**src/rtl/traffic_light_fsm_if.sv**
```systemverilog
// Lamp, state-code and pedestrian-button signals of one traffic light.
// master: the light controller; slave: the lamp driver / UART status side.
interface traffic_light_fsm_if;
    logic       ped_button;
    logic [1:0] state_code;
    logic       lamp_green;
    logic       lamp_yellow;
    logic       lamp_red;
    logic       lamp_walk;
    logic       ped_waiting;

    modport master (
        input  ped_button,
        output state_code,
        output lamp_green,
        output lamp_yellow,
        output lamp_red,
        output lamp_walk,
        output ped_waiting
    );

    modport slave (
        output ped_button,
        input  state_code,
        input  lamp_green,
        input  lamp_yellow,
        input  lamp_red,
        input  lamp_walk,
        input  ped_waiting
    );
endinterface

```
**src/rtl/traffic_light_fsm.sv**
```systemverilog
// Traffic light sequencer: GREEN -> YELLOW -> RED -> (PED) -> GREEN, with a
// synchronised pedestrian request that may shorten green after a minimum time.
module traffic_light_fsm #(
    parameter int unsigned GREEN_CYCLES     = 60000000,
    parameter int unsigned MIN_GREEN_CYCLES = 24000000,
    parameter int unsigned YELLOW_CYCLES    = 24000000,
    parameter int unsigned RED_CYCLES       = 36000000,
    parameter int unsigned PED_CYCLES       = 48000000
) (
    input  logic                 clk,
    input  logic                 rst,
    traffic_light_fsm_if.master  bus
);

    localparam int unsigned TIMER_W = 32;

    localparam logic [TIMER_W-1:0] GREEN_LAST     = TIMER_W'(GREEN_CYCLES - 1);
    localparam logic [TIMER_W-1:0] MIN_GREEN_LAST = TIMER_W'(MIN_GREEN_CYCLES - 1);
    localparam logic [TIMER_W-1:0] YELLOW_LAST    = TIMER_W'(YELLOW_CYCLES - 1);
    localparam logic [TIMER_W-1:0] RED_LAST       = TIMER_W'(RED_CYCLES - 1);
    localparam logic [TIMER_W-1:0] PED_LAST       = TIMER_W'(PED_CYCLES - 1);

    // Encoding doubles as the state_code seen by the UART.
    typedef enum logic [1:0] {
        ST_GREEN  = 2'b00,
        ST_YELLOW = 2'b01,
        ST_RED    = 2'b10,
        ST_PED    = 2'b11
    } state_t;

    state_t               state;
    state_t               state_nxt;
    logic [TIMER_W-1:0]   timer;
    logic                 ped_sync1;
    logic                 ped_sync2;
    logic                 ped_dly;
    logic                 ped_req;
    logic                 ped_req_nxt;
    logic                 ped_edge;

    assign ped_edge = ped_sync2 & ~ped_dly;

    // Phase transitions: full duration, or green cut short by a latched request.
    always_comb begin
        state_nxt = state;
        case (state)
            ST_GREEN: begin
                if ((timer == GREEN_LAST) || (ped_req && (timer >= MIN_GREEN_LAST))) begin
                    state_nxt = ST_YELLOW;
                end
            end
            ST_YELLOW: begin
                if (timer == YELLOW_LAST) begin
                    state_nxt = ST_RED;
                end
            end
            ST_RED: begin
                if (timer == RED_LAST) begin
                    state_nxt = ped_req ? ST_PED : ST_GREEN;
                end
            end
            ST_PED: begin
                if (timer == PED_LAST) begin
                    state_nxt = ST_GREEN;
                end
            end
            default: state_nxt = ST_GREEN;
        endcase
    end

    // Serving the request on PED entry beats a press seen on that same cycle.
    always_comb begin
        ped_req_nxt = ped_req;
        if ((state == ST_RED) && (state_nxt == ST_PED)) begin
            ped_req_nxt = 1'b0;
        end else if (ped_edge && (state != ST_PED)) begin
            ped_req_nxt = 1'b1;
        end
    end

    always_ff @(posedge clk) begin
        if (rst) begin
            ped_sync1       <= 1'b0;
            ped_sync2       <= 1'b0;
            ped_dly         <= 1'b0;
            ped_req         <= 1'b0;
            state           <= ST_GREEN;
            timer           <= '0;
            bus.state_code  <= 2'b00;
            bus.lamp_green  <= 1'b1;
            bus.lamp_yellow <= 1'b0;
            bus.lamp_red    <= 1'b0;
            bus.lamp_walk   <= 1'b0;
            bus.ped_waiting <= 1'b0;
        end else begin
            ped_sync1       <= bus.ped_button;
            ped_sync2       <= ped_sync1;
            ped_dly         <= ped_sync2;
            ped_req         <= ped_req_nxt;
            state           <= state_nxt;
            timer           <= (state_nxt != state) ? '0 : timer + TIMER_W'(1);
            bus.state_code  <= 2'(state_nxt);
            bus.lamp_green  <= (state_nxt == ST_GREEN);
            bus.lamp_yellow <= (state_nxt == ST_YELLOW);
            bus.lamp_red    <= (state_nxt == ST_RED) || (state_nxt == ST_PED);
            bus.lamp_walk   <= (state_nxt == ST_PED);
            bus.ped_waiting <= ped_req_nxt;
        end
    end

endmodule

```
**src/flat_wrapper.sv**
```systemverilog
// flat-port wrapper written by rule: the top's interface ports become plain ports
module traffic_light_fsm_flat 
#(
    parameter int unsigned GREEN_CYCLES     = 60000000,
    parameter int unsigned MIN_GREEN_CYCLES = 24000000,
    parameter int unsigned YELLOW_CYCLES    = 24000000,
    parameter int unsigned RED_CYCLES       = 36000000,
    parameter int unsigned PED_CYCLES       = 48000000
)
  (clk, rst, bus_ped_button, bus_state_code, bus_lamp_green, bus_lamp_yellow, bus_lamp_red, bus_lamp_walk, bus_ped_waiting);
  traffic_light_fsm_if bus_i ();
  input  logic clk;
  input  logic rst;
  input wire logic [$bits(bus_i.ped_button)-1:0] bus_ped_button;
  output wire logic [$bits(bus_i.state_code)-1:0] bus_state_code;
  output wire logic [$bits(bus_i.lamp_green)-1:0] bus_lamp_green;
  output wire logic [$bits(bus_i.lamp_yellow)-1:0] bus_lamp_yellow;
  output wire logic [$bits(bus_i.lamp_red)-1:0] bus_lamp_red;
  output wire logic [$bits(bus_i.lamp_walk)-1:0] bus_lamp_walk;
  output wire logic [$bits(bus_i.ped_waiting)-1:0] bus_ped_waiting;
  assign bus_i.ped_button = bus_ped_button;
  assign bus_state_code = bus_i.state_code;
  assign bus_lamp_green = bus_i.lamp_green;
  assign bus_lamp_yellow = bus_i.lamp_yellow;
  assign bus_lamp_red = bus_i.lamp_red;
  assign bus_lamp_walk = bus_i.lamp_walk;
  assign bus_ped_waiting = bus_i.ped_waiting;
  traffic_light_fsm #(.GREEN_CYCLES(GREEN_CYCLES), .MIN_GREEN_CYCLES(MIN_GREEN_CYCLES), .YELLOW_CYCLES(YELLOW_CYCLES), .RED_CYCLES(RED_CYCLES), .PED_CYCLES(PED_CYCLES)) u_core (.clk(clk), .rst(rst), .bus(bus_i));
endmodule
```
**config.mk**
```make
export PLATFORM = sky130hd
export DESIGN_NAME = traffic_light_fsm_flat
export DESIGN_NICKNAME = d
export VERILOG_FILES = /design/src/rtl/traffic_light_fsm_if.sv /design/src/rtl/traffic_light_fsm.sv /design/src/flat_wrapper.sv
export SDC_FILE = /design/constraint.sdc
export NUM_CORES = 1
export LEC_CHECK = 0
export CAP_MARGIN = 15
export CORE_MARGIN = 3
export CORE_UTILIZATION = 40
export DETAILED_ROUTE_END_ITERATION = 8
export SETUP_SLACK_MARGIN = 0.5
export SYNTH_ARGS = -nofsm -noshare
export SYNTH_HDL_FRONTEND = slang
export SYNTH_SLANG_ARGS = --single-unit
```
**constraint.sdc**
```tcl
create_clock -name clk -period 2.6 [get_ports clk]
set_clock_uncertainty 0.05 [all_clocks]
set_input_delay 0.52 -clock clk [delete_from_list [all_inputs] [get_ports clk]]
set_output_delay 0.52 -clock clk [all_outputs]
set_load 0.01 [all_outputs]
```
==> summary.md <==
| Metric | Value |
|---|---|
| Sequential cell area fraction in the yosys report | `approximately a third` |
| Final #Nets | `276` |
| Clock Path Buffers | `2` |
| LEAKAGE | `slightly below 0.9 nW` |
| # setup viols final | `0` |
| Post-route DRC | `0` |
| Crit path DAT | `about 2.3 ns` |
| Layout Cells excl Fill | `approximately 350` |
| Routed wire length | `roughly 5300 um` |
| Cell Area, Placed | `2580 sq um` |
| Worst r2r src | `u_core.timer[24]` |
| MaxCap Viol Count | `0` |
| R2R cell count | `8` |
| CTS root buf | `clkbuf_8` |
| Pre-CTS WS | `approximately 0.29 ns` |
| Post-Syn Area | `~2400 sq um` |
| Post-Synthesis Cells | `roughly 250` |
| Worst Tran Pin Value | `around 0.46 ns` |
| FF+latch count, synth | `42` |
| R2R Path End | `u_core.timer[21]` |
| Slowest stage cell, crit path | `dfxtp_1` |
| Cell area power density | `397.3 nW/um^2` |
| Crit Path Category | `reg2reg` |
| Final period util | `84.33%` |
| Register area | `between 800 and 900 sq um` |
| DR WL/cell | `about 15 um` |
| Via count | `1885` |
| Largest net degree at the start of global routing | `23` |
| TNS Setup | `0 ns` |
| Status | `finished clean` |
| Hold Crit Depth | `1` |
| CTS H-Tree Depth | `2` |
| Crit-path max FO | `6` |
| Post-synth EDFFs | `0` |
| CP Cell Sequence | `nand2_1, or4_4, nor4_4, o21ai_2, a221oi_4, buf_6, buf_6, nor4_1` |
| Slew margin rel. | `around 70%` |
| Main area contributors after synthesis | `dfxtp_1 35%, nor3_2 7.9%, xor2_1 6.2%` |
| Core area | `5675 sq um` |
| Port buffer count | `9` |
| R2R setup slack | `between 0.4 and 0.5 ns` |
| Ratio of cells with drive above 1 in the final layout | `31.50%` |
| DRT antenna net count | `0` |
| Vias in the first global route | `1835` |
| Die area | `6985 sq um` |
| Gr usage total | `15.71%` |
| Num rows | `27` |
| CTS tree | `done` |
| Initial Util | `between 40% and 50%` |
| Worst setup EP type | `flop` |
| Unrepaired setup endpoints after global routing | `yes` |
| Post-synth top area cell | `dfxtp_1` |
| Startpoint type of the worst setup path | `flop` |
| Area grow syn2layout | `16.94%` |
| Clock transition at path regs | `~0.08 ns` |
| Synth unique cells | `47` |
| Fin. Hold Viols | `0` |
| Worst vdd ir | `0.0002163 V` |
| Multi-input logic area | `roughly 1400 sq um` |
| Die Span Y | `approximately 84 um` |
| Syn. warnings | `0` |
| Syn_area_per_cell | `9.553 sq um` |
| Hold path start | `u_core.ped_sync1` |
| Final Core Density | `49.60%` |
| Post-route setup slack | `just over 0.4 ns` |
| Top cell type's share of synthesized area | `approximately a third` |
| Maximum clock frequency | `about 0.46 GHz` |
| DRT iter0 DRCs | `88` |
| Final slew viol count | `0` |
| Dpl cells | `330` |
| Total congestion overflow | `0` |
| WP data required | `approximately 2.7 ns` |
| CTS buffer count | `5` |
| Global-route wire length before repair | `9094 um` |
| TritonCTS Sinks | `42` |
| Worst hold path type | `reg2reg` |
| Die X-Extent | `around 84 um` |
| Diode count | `0` |
| Most used DFF post-synth | `dfxtp_1` |
| DRT Pass-1 Iters | `4` |
| DP HPWL | `3631 um` |
| Gp weighted congestion | `approximately 0.83` |
| Syn Nets | `256` |
| Antenna violations before repair | `0` |
| Final Power | `about 1.1 mW` |
| Synth top cells by count | `42 x dfxtp_1, 21 x nor2_1, 19 x nor3_2` |
| Slowest stage delay, CP | `roughly 0.46 ns` |
| Design area | `about 2800 sq um` |
| Ys async rst share | `0%` |
| Minimum clock period | `between 2 and 2.5 ns` |
| IO Pins | `10` |
| Crit-path most repeated cell | `buf_6` |
| Hold Slack | `slightly above 0.4 ns` |
| Hold path endpoint | `u_core.ped_sync2` |
| Avg Vias per Cell | `5.464` |
| Worst setup path start | `u_core.timer[24]` |
| Most common cell in the synthesized netlist | `dfxtp_1` |
| Worst-Skew Late Latency | `roughly 0.30 ns` |
| Filler cells | `between 500 and 600` |
## critical path: cells and delay by family (launching register included)
family                 cells  cell delay [ns]
DFF                        1             0.46
AOI/OAI and AO/OA          2             0.46
and+or+nand+nor            4             0.83
buffers and inverters      2             0.28
## power by group
group	total [mW]	internal (mW)	switching [mW]
Combinational	0.0473	0.0234	0.0239
Clock	0.419	0.190	0.230
Sequential	0.652	0.647	0.00504
## area by class of cell
cell class | instances | share of cell area (%)
Clock buffer | 6 | 2.578
Clock inverter | 2 | 0.4889
Inverter | 10 | 1.333
Multi-Input combinational cell | 185 | 51.11
Sequential cell | 42 | 30.67
Tap cell | 72 | 3.200
Timing Repair Buffer | 28 | 10.62
## kinds of logic (layout without fill, tap and decap cells)
logic type	count (synthesis)	count (layout)	synth area share, %
AO/OA/AOI/OAI	14	14	5.146
XOR/XNOR	30	30	10.91
adder cells (fa/ha/maj)	1	1	0.5197
buffers and inverters	25	46	6.653
flip-flops	42	42	34.93
AND/OR/NAND/NOR	140	140	41.84
## layout by cell type (no fill, tap or decap), types with 3 or more instances in the layout
cell type        count
and4_1               3
buf_12               3
buf_4               12
buf_6                3
clkbuf_8             5
clkdlybuf4s50_1      9
dfxtp_1             28
dfxtp_2             12
inv_1               10
nand2_1             15
nand3_1             12
nand4_1             15
nor2_1              21
nor2b_1              4
nor3_1               8
nor3_2              19
nor4_1               9
nor4_2              11
nor4_4               4
xnor2_1             13
xor2_1              17
## flip-flops by register name, indices dropped and copies added, names as in the netlist
register / count
u_core.bus.lamp_yellow: 1
u_core.ped_sync2: 1
u_core.bus.state_code: 2
u_core.timer: 32
u_core.bus.lamp_green: 1
u_core.ped_sync1: 1
u_core.bus.ped_waiting: 1
u_core.bus.lamp_walk: 1
u_core.ped_dly: 1
u_core.bus.lamp_red: 1
## routing by layer
metal  track usage [%]  wire length, um  vias to the layer above
li1                  -                -                      948
met1             21.85             2661                      913
met2             24.58             2497                       19
met3             2.369              111                        5
met4             5.702               76                        0
met5                 0                0                        -
## repair_timing
| item | CTS | global route |
|---|---|---|
| pin swaps | 4 | 3 |
| buffers inserted | 5 | 0 |
| resized for setup | 19 | 10 |
| endpoints found under the hold margin | 0 | 0 |
| gates cloned | 1 | 1 |
| setup endpoints to repair | 37 | 38 |
| hold buffers | 0 | 0 |
## worst max path at each step
| stage | slack, ns | endpoint | depth (start not counted) |
|---|---|---|---|
| floorplan | 0.49 | u_core.timer[18] | 8 |
| global placement | 0.30 | u_core.timer[22] | 6 |
| detailed placement | 0.29 | u_core.timer[24] | 6 |
| CTS | 0.42 | u_core.timer[24] | 7 |
| global route | 0.28 | u_core.timer[22] | 8 |
| finish | 0.41 | u_core.timer[21] | 8 |
Note: power is estimated with default switching activity, not from simulation.
